<file path="src/rtl/mr_wb_arb.sv">
// Two-master pipelined Wishbone B4 arbiter: ifetch (m0) and ldst (m1) share one slave.
// Fair tie-break on last grant, outstanding-transfer tracking, grant held until responses drain.
module mr_wb_arb #(
    parameter int ADR_W     = 30,
    parameter int DAT_W     = 32,
    parameter int MAX_OUTST = 4
) (
    input  logic                 clk,
    input  logic                 rst,
    input  logic [ADR_W-1:0]     m0_adr_i,
    input  logic [DAT_W-1:0]     m0_dat_i,
    output logic [DAT_W-1:0]     m0_dat_o,
    input  logic                 m0_we_i,
    input  logic [DAT_W/8-1:0]   m0_sel_i,
    input  logic                 m0_stb_i,
    input  logic                 m0_cyc_i,
    output logic                 m0_ack_o,
    output logic                 m0_err_o,
    output logic                 m0_stall_o,
    input  logic [ADR_W-1:0]     m1_adr_i,
    input  logic [DAT_W-1:0]     m1_dat_i,
    output logic [DAT_W-1:0]     m1_dat_o,
    input  logic                 m1_we_i,
    input  logic [DAT_W/8-1:0]   m1_sel_i,
    input  logic                 m1_stb_i,
    input  logic                 m1_cyc_i,
    output logic                 m1_ack_o,
    output logic                 m1_err_o,
    output logic                 m1_stall_o,
    output logic [ADR_W-1:0]     s_adr_o,
    output logic [DAT_W-1:0]     s_dat_o,
    input  logic [DAT_W-1:0]     s_dat_i,
    output logic                 s_we_o,
    output logic [DAT_W/8-1:0]   s_sel_o,
    output logic                 s_stb_o,
    output logic                 s_cyc_o,
    input  logic                 s_ack_i,
    input  logic                 s_err_i,
    input  logic                 s_stall_i
);

    typedef enum logic [1:0] {
        ST_IDLE = 2'd0,
        ST_OWN0 = 2'd1,
        ST_OWN1 = 2'd2
    } state_e;

    localparam logic [3:0] MAX_Q = 4'(MAX_OUTST);

    state_e      state_q, state_d;
    logic        last_q, last_d;
    logic [3:0]  outst_q, outst_d;

    logic        own0_s, own1_s, own_cyc_s, own_stb_s;
    logic        full_s, rsp_ok_s, accept_s, resp_s;

    // State, last-grant and outstanding-count registers.
    always_ff @(posedge clk or negedge rst) begin
        if (!rst) begin
            state_q <= ST_IDLE;
            outst_q <= 4'd0;
            last_q  <= 1'b1;
        end else begin
            state_q <= state_d;
            outst_q <= outst_d;
            last_q  <= last_d;
        end
    end

    // Owner decode; responses only count when a transfer is actually pending.
    always_comb begin
        own0_s = (state_q == ST_OWN0);
        own1_s = (state_q == ST_OWN1);
        if (own0_s) begin
            own_cyc_s = m0_cyc_i;
            own_stb_s = m0_stb_i;
        end else if (own1_s) begin
            own_cyc_s = m1_cyc_i;
            own_stb_s = m1_stb_i;
        end else begin
            own_cyc_s = 1'b0;
            own_stb_s = 1'b0;
        end
        full_s   = (outst_q >= MAX_Q);
        rsp_ok_s = (own0_s | own1_s) & (outst_q != 4'd0);
    end

    // Outstanding counter and grant next-state; release waits for the count to drain.
    always_comb begin
        accept_s = s_stb_o & ~s_stall_i;
        resp_s   = rsp_ok_s & (s_ack_i | s_err_i);
        case ({accept_s, resp_s})
            2'b10:   outst_d = outst_q + 4'd1;
            2'b01:   outst_d = outst_q - 4'd1;
            default: outst_d = outst_q;
        endcase

        state_d = state_q;
        last_d  = last_q;
        case (state_q)
            ST_IDLE: begin
                if (m0_cyc_i && m1_cyc_i) begin
                    state_d = last_q ? ST_OWN0 : ST_OWN1;
                end else if (m0_cyc_i) begin
                    state_d = ST_OWN0;
                end else if (m1_cyc_i) begin
                    state_d = ST_OWN1;
                end else begin
                    state_d = ST_IDLE;
                end
            end
            ST_OWN0: begin
                if (!m0_cyc_i && (outst_d == 4'd0)) begin
                    last_d  = 1'b0;
                    state_d = m1_cyc_i ? ST_OWN1 : ST_IDLE;
                end else begin
                    state_d = ST_OWN0;
                end
            end
            ST_OWN1: begin
                if (!m1_cyc_i && (outst_d == 4'd0)) begin
                    last_d  = 1'b1;
                    state_d = m0_cyc_i ? ST_OWN0 : ST_IDLE;
                end else begin
                    state_d = ST_OWN1;
                end
            end
            default: begin
                state_d = ST_IDLE;
                last_d  = 1'b1;
            end
        endcase
    end

    // Unregistered routing so master and slave observe the same stall cycle.
    always_comb begin
        s_adr_o    = '0;
        s_dat_o    = '0;
        s_we_o     = 1'b0;
        s_sel_o    = '0;
        m0_dat_o   = '0;
        m1_dat_o   = '0;
        s_stb_o    = own_cyc_s & own_stb_s & ~full_s;
        s_cyc_o    = (own0_s | own1_s) & (own_cyc_s | (outst_q != 4'd0));
        m0_ack_o   = own0_s & rsp_ok_s & s_ack_i;
        m0_err_o   = own0_s & rsp_ok_s & s_err_i;
        m1_ack_o   = own1_s & rsp_ok_s & s_ack_i;
        m1_err_o   = own1_s & rsp_ok_s & s_err_i;
        m0_stall_o = own0_s ? (s_stall_i | full_s) : 1'b1;
        m1_stall_o = own1_s ? (s_stall_i | full_s) : 1'b1;
        case (state_q)
            ST_OWN0: begin
                s_adr_o  = m0_adr_i;
                s_dat_o  = m0_dat_i;
                s_we_o   = m0_we_i;
                s_sel_o  = m0_sel_i;
                m0_dat_o = s_dat_i;
                m1_dat_o = s_dat_i;
            end
            ST_OWN1: begin
                s_adr_o  = m1_adr_i;
                s_dat_o  = m1_dat_i;
                s_we_o   = m1_we_i;
                s_sel_o  = m1_sel_i;
                m0_dat_o = s_dat_i;
                m1_dat_o = s_dat_i;
            end
            default: begin
                s_we_o = 1'b0;
            end
        endcase
    end

endmodule

</file>
<file path="config.mk">
export PLATFORM = sky130hd
export DESIGN_NAME = mr_wb_arb
export DESIGN_NICKNAME = d
export VERILOG_FILES = /design/src/rtl/mr_wb_arb.sv
export SDC_FILE = /design/constraint.sdc
export NUM_CORES = 1
export LEC_CHECK = 0
export ABC_CLOCK_PERIOD_IN_PS = 3290
export CAP_MARGIN = 20
export CORE_AREA = 3 3 119 121
export CTS_BUF_LIST = sky130_fd_sc_hd__clkbuf_8 sky130_fd_sc_hd__clkbuf_16
export DETAILED_ROUTE_END_ITERATION = 6
export DIE_AREA = 0 0 122 124
export GPL_TIMING_DRIVEN = 0
export PLACE_DENSITY = 0.69
export SLEW_MARGIN = 20
export SYNTH_ARGS = -nofsm -noshare
export SYNTH_HDL_FRONTEND = slang
export SYNTH_SLANG_ARGS = --single-unit
</file>
<file path="constraint.sdc">
create_clock -name clk -period 3.29 [get_ports clk]
set_input_delay 0.658 -clock clk [delete_from_list [all_inputs] [get_ports clk]]
set_output_delay 0.658 -clock clk [all_outputs]
set_load 0.03 [all_outputs]
</file>
==> impl_metrics.env <==
export IMPL_finClkSkew_ns=0.001667
export IMPL_maxCapViolations=0
export IMPL_synth_area_sq_um=2063
export IMPL_ys_flop_type="dfrtp_1"
export IMPL_finish_utilization_pct=44.86
export IMPL_fmax_mhz=287.4
export IMPL_postRouteAntennaNets=0
export IMPL_dpl_cell_area_sq_um=5478
export IMPL_critPathMaxStageDelay_ns=0.54
export IMPL_layout_cells_non_filler=822
export IMPL_finalPower_mw=5.947
export IMPL_worstPathArrival_ns=3.56
export IMPL_finalWorstSetupSlack_ns=-0.1894
export IMPL_cts_root_buf="clkbuf_16"
export IMPL_violations="negative setup slack"
export IMPL_p_leak_nw=2.592
export IMPL_path_buf_inv=4
export IMPL_fp_row_count=42
export IMPL_setup_viol=2
export IMPL_numCtsBuffers=3
export IMPL_timing_slew_headroom_pct=64.42
export IMPL_antenna_found_initial=2
export IMPL_start_kind="register"
export IMPL_grt_pass1_vias=3594
export IMPL_ir_worst_vdd_uv=667.0
export IMPL_track_usage_pct=16.44
export IMPL_clkTransAtPathRegs_ns=0.04
export IMPL_die_y_microns=124
export IMPL_dp_cells=795
export IMPL_design_area_sq_um=5917
export IMPL_vias=3649
export IMPL_synth_fp_nets=488
export IMPL_synth_edff_count=0
export IMPL_synth_simple_gate_area_share_pct=32.63
export IMPL_critPathKind="register to register"
export IMPL_yosysWarnings=0
export IMPL_slew_viol_final=0
export IMPL_synth_xor_area_share_pct=1.273
export IMPL_drt_iter0_drc=193
export IMPL_cpLargestDelayFamily="compound AO/OA/AOI/OAI gates"
export IMPL_ys_seq_area_share_pct=8.551
export IMPL_cts_htree_levels=1
export IMPL_syn2layout_area_growth_pct=186.8
export IMPL_dieArea_sq_um=15130
export IMPL_powerDensity_nw_per_um2=1005
export IMPL_synth_avg_cell_area_sq_um=6.743
export IMPL_worstMarginPinSlew_ns=0.5279
export IMPL_period_needed_ns=3.479
export IMPL_status="complete, but fails checks"
export IMPL_syn_inst=306
export IMPL_cts_tree="done"
export IMPL_drive_gt1_share_pct=16.59
export IMPL_finalCritPeriodShare_pct=105.8
export IMPL_worstPathRequired_ns=3.37
export IMPL_cp_slowest_cell="o41ai_2"
export IMPL_start_util_pct=15.64
export IMPL_synth_seq_cells=7
export IMPL_gp_congestion=0.8462
export IMPL_wl_per_cell_microns=17.52
export IMPL_dr_pass1_iters=5
export IMPL_synthArstFlopShare_pct=100.0
export IMPL_synth_top_family_by_area="compound AO/OA/AOI/OAI gates"
export IMPL_max_clock_path_buffers=2
export IMPL_pin_count=314
export IMPL_ys_types=43
export IMPL_synth_adder_area_share_pct=4.245
export IMPL_grt_pass1_wl_microns=19600
export IMPL_timing_hold_worst_class="register to register"
export IMPL_synth_mux_area_share_pct=1.577
export IMPL_dp_hpwl_microns=11550
export IMPL_nets=828
export IMPL_rsz0062_at_grt="true"
export IMPL_timing_final_hold_violations=0
export IMPL_io_buffers=313
export IMPL_clkSinkCount=7
export IMPL_clk_latency_ns=0.23
export IMPL_routed_wl_microns=14400
export IMPL_cp_cell_sequence="inv_2 > buf_4 > ha_4 > clkinv_4 > a21oi_4 > o21a_1 > ha_4 > buf_4 > or3b_4 > a2111oi_4 > o211ai_4 > o41ai_2 > a31oi_4"
export IMPL_core_area_sq_um=13190
export IMPL_viasPerCell=4.439
export IMPL_die_width_microns=122
export IMPL_end_kind="register"
export IMPL_crit_fanout=7
export IMPL_gr_total_overflow=0
export IMPL_post_route_drc_count=0
export IMPL_synth_compound_gate_area_share_pct=32.87
export IMPL_grt_max_degree=11
[cells in the mapped netlist (all sizes together) (2+ instances only)]
master  count  area share (%)
nor2       73              13
nor3        4            0.97
nand3       2            0.49
and3        5             1.5
a22oi      68              25
dfrtp       6             7.3
mux2        2             1.1
nand2b      4             1.2
o41ai       2             1.6
and2       33              10
clkbuf     24             4.4
or3         2            0.61
a21oi       4             1.2
nand2       5            0.91
or4         2            0.73
buf        36              14
ha          7             4.2
o21a        2            0.73
xnor2       2            0.85
a31oi       2            0.61
inv         4            0.73
[routing by layer]
layer / track usage [%] / share of wire [%] / vias up
met4: 2.031 / 1.1 / 2
met5: 0 / 0.049 / -
met3: 5.722 / 12 / 18
met2: 28.04 / 48 / 228
met1: 20.64 / 39 / 1666
li1: - / - / 1735
[where the power goes]
group / total (mW) / internal (mW) / switching (mW) / leakage, nW
logic: 5.54 / 2.39 / 3.16 / 2.47
clock network: 0.200 / 0.158 / 0.0424 / 0.0423
registers: 0.202 / 0.137 / 0.0657 / 0.0832
total: 5.95 / 2.68 / 3.26 / 2.59
[final timing paths]
| kind | depth (start not counted) | slack [ns] | start | end |
|---|---|---|---|---|
| hold reg to reg | 1 | 0.60 | outst_q[0] | outst_q[0] |
| max in group asynchronous | 1 | 2.29 | rst | last_q |
| min in group asynchronous | 1 | 0.70 | rst | outst_q[2] |
| hold / removal | 1 | 0.60 | outst_q[0] | outst_q[0] |
| setup / recovery | 13 | -0.19 | state_q[0] | state_q[1] |
| setup reg to reg | 13 | -0.19 | state_q[0] | state_q[1] |
[cell families after synthesis]
kind of cell / Yosys count
adder cells (fa/ha/maj): 7
flip-flops: 7
buffers and inverters: 65
multiplexers: 3
AND/OR/NAND/NOR: 137
AO/OA/AOI/OAI: 84
XOR/XNOR: 3
[metrics by stage]
step	worst slack (ns)	setup TNS (ns)	hold slack (ns)
floorplan	-0.3328	-0.6533	0.3624
global placement	-0.7789	-2.485	0.5977
detailed placement	-0.8140	-3.610	0.5976
CTS	-0.1807	-0.2490	0.6094
global route	-0.3645	-0.8152	0.6378
finish	-0.1894	-0.3050	0.5993
[layout make-up]
class | count | area (sq um)
inverters | 5 | 23.77
diodes | 1 | 2.502
multi-input cells | 234 | 1660
flip-flops and latches | 7 | 176.4
repair buffers | 336 | 3348
clock inverters | 1 | 3.754
clock buffers | 3 | 75.07
well taps | 176 | 220.2
fillers | 1289 | 7273
plain buffers | 59 | 406.6
[state kept, by name, summed over array words and instances, names as in the netlist]
signal	flops
last_q	1
state_q	2
outst_q	4
[timing repair]
action | 4_1_cts | 5_1_grt
setup buffers | 18 | 5
resized for setup | 36 | 38
pin swaps | 5 | 8
endpoints found under the setup margin | 42 | 37
hold buffers | 0 | 0
[layout by cell type (no fill, tap or decap), types with 2 or more instances in the layout]
| cell | count |
|---|---|
| dlygate4sd2_1 | 4 |
| and2_1 | 33 |
| inv_2 | 3 |
| nand3_1 | 2 |
| and3_1 | 4 |
| clkbuf_1 | 10 |
| ha_1 | 2 |
| a21oi_4 | 3 |
| o21a_1 | 2 |
| a22oi_1 | 68 |
| nand2b_1 | 4 |
| o41ai_2 | 2 |
| dfrtp_1 | 6 |
| or4_1 | 2 |
| clkdlybuf4s50_1 | 288 |
| ha_4 | 4 |
| buf_6 | 2 |
| clkbuf_16 | 4 |
| buf_2 | 2 |
| clkbuf_2 | 12 |
| buf_4 | 54 |
| nor3_1 | 3 |
| nand2_1 | 4 |
| nor2_1 | 72 |
| xnor2_1 | 2 |
| dlymetal6s2s_1 | 19 |
| or3_4 | 2 |
| inv_1 | 2 |
No activity file was read; power rests on OpenSTA's default activity.
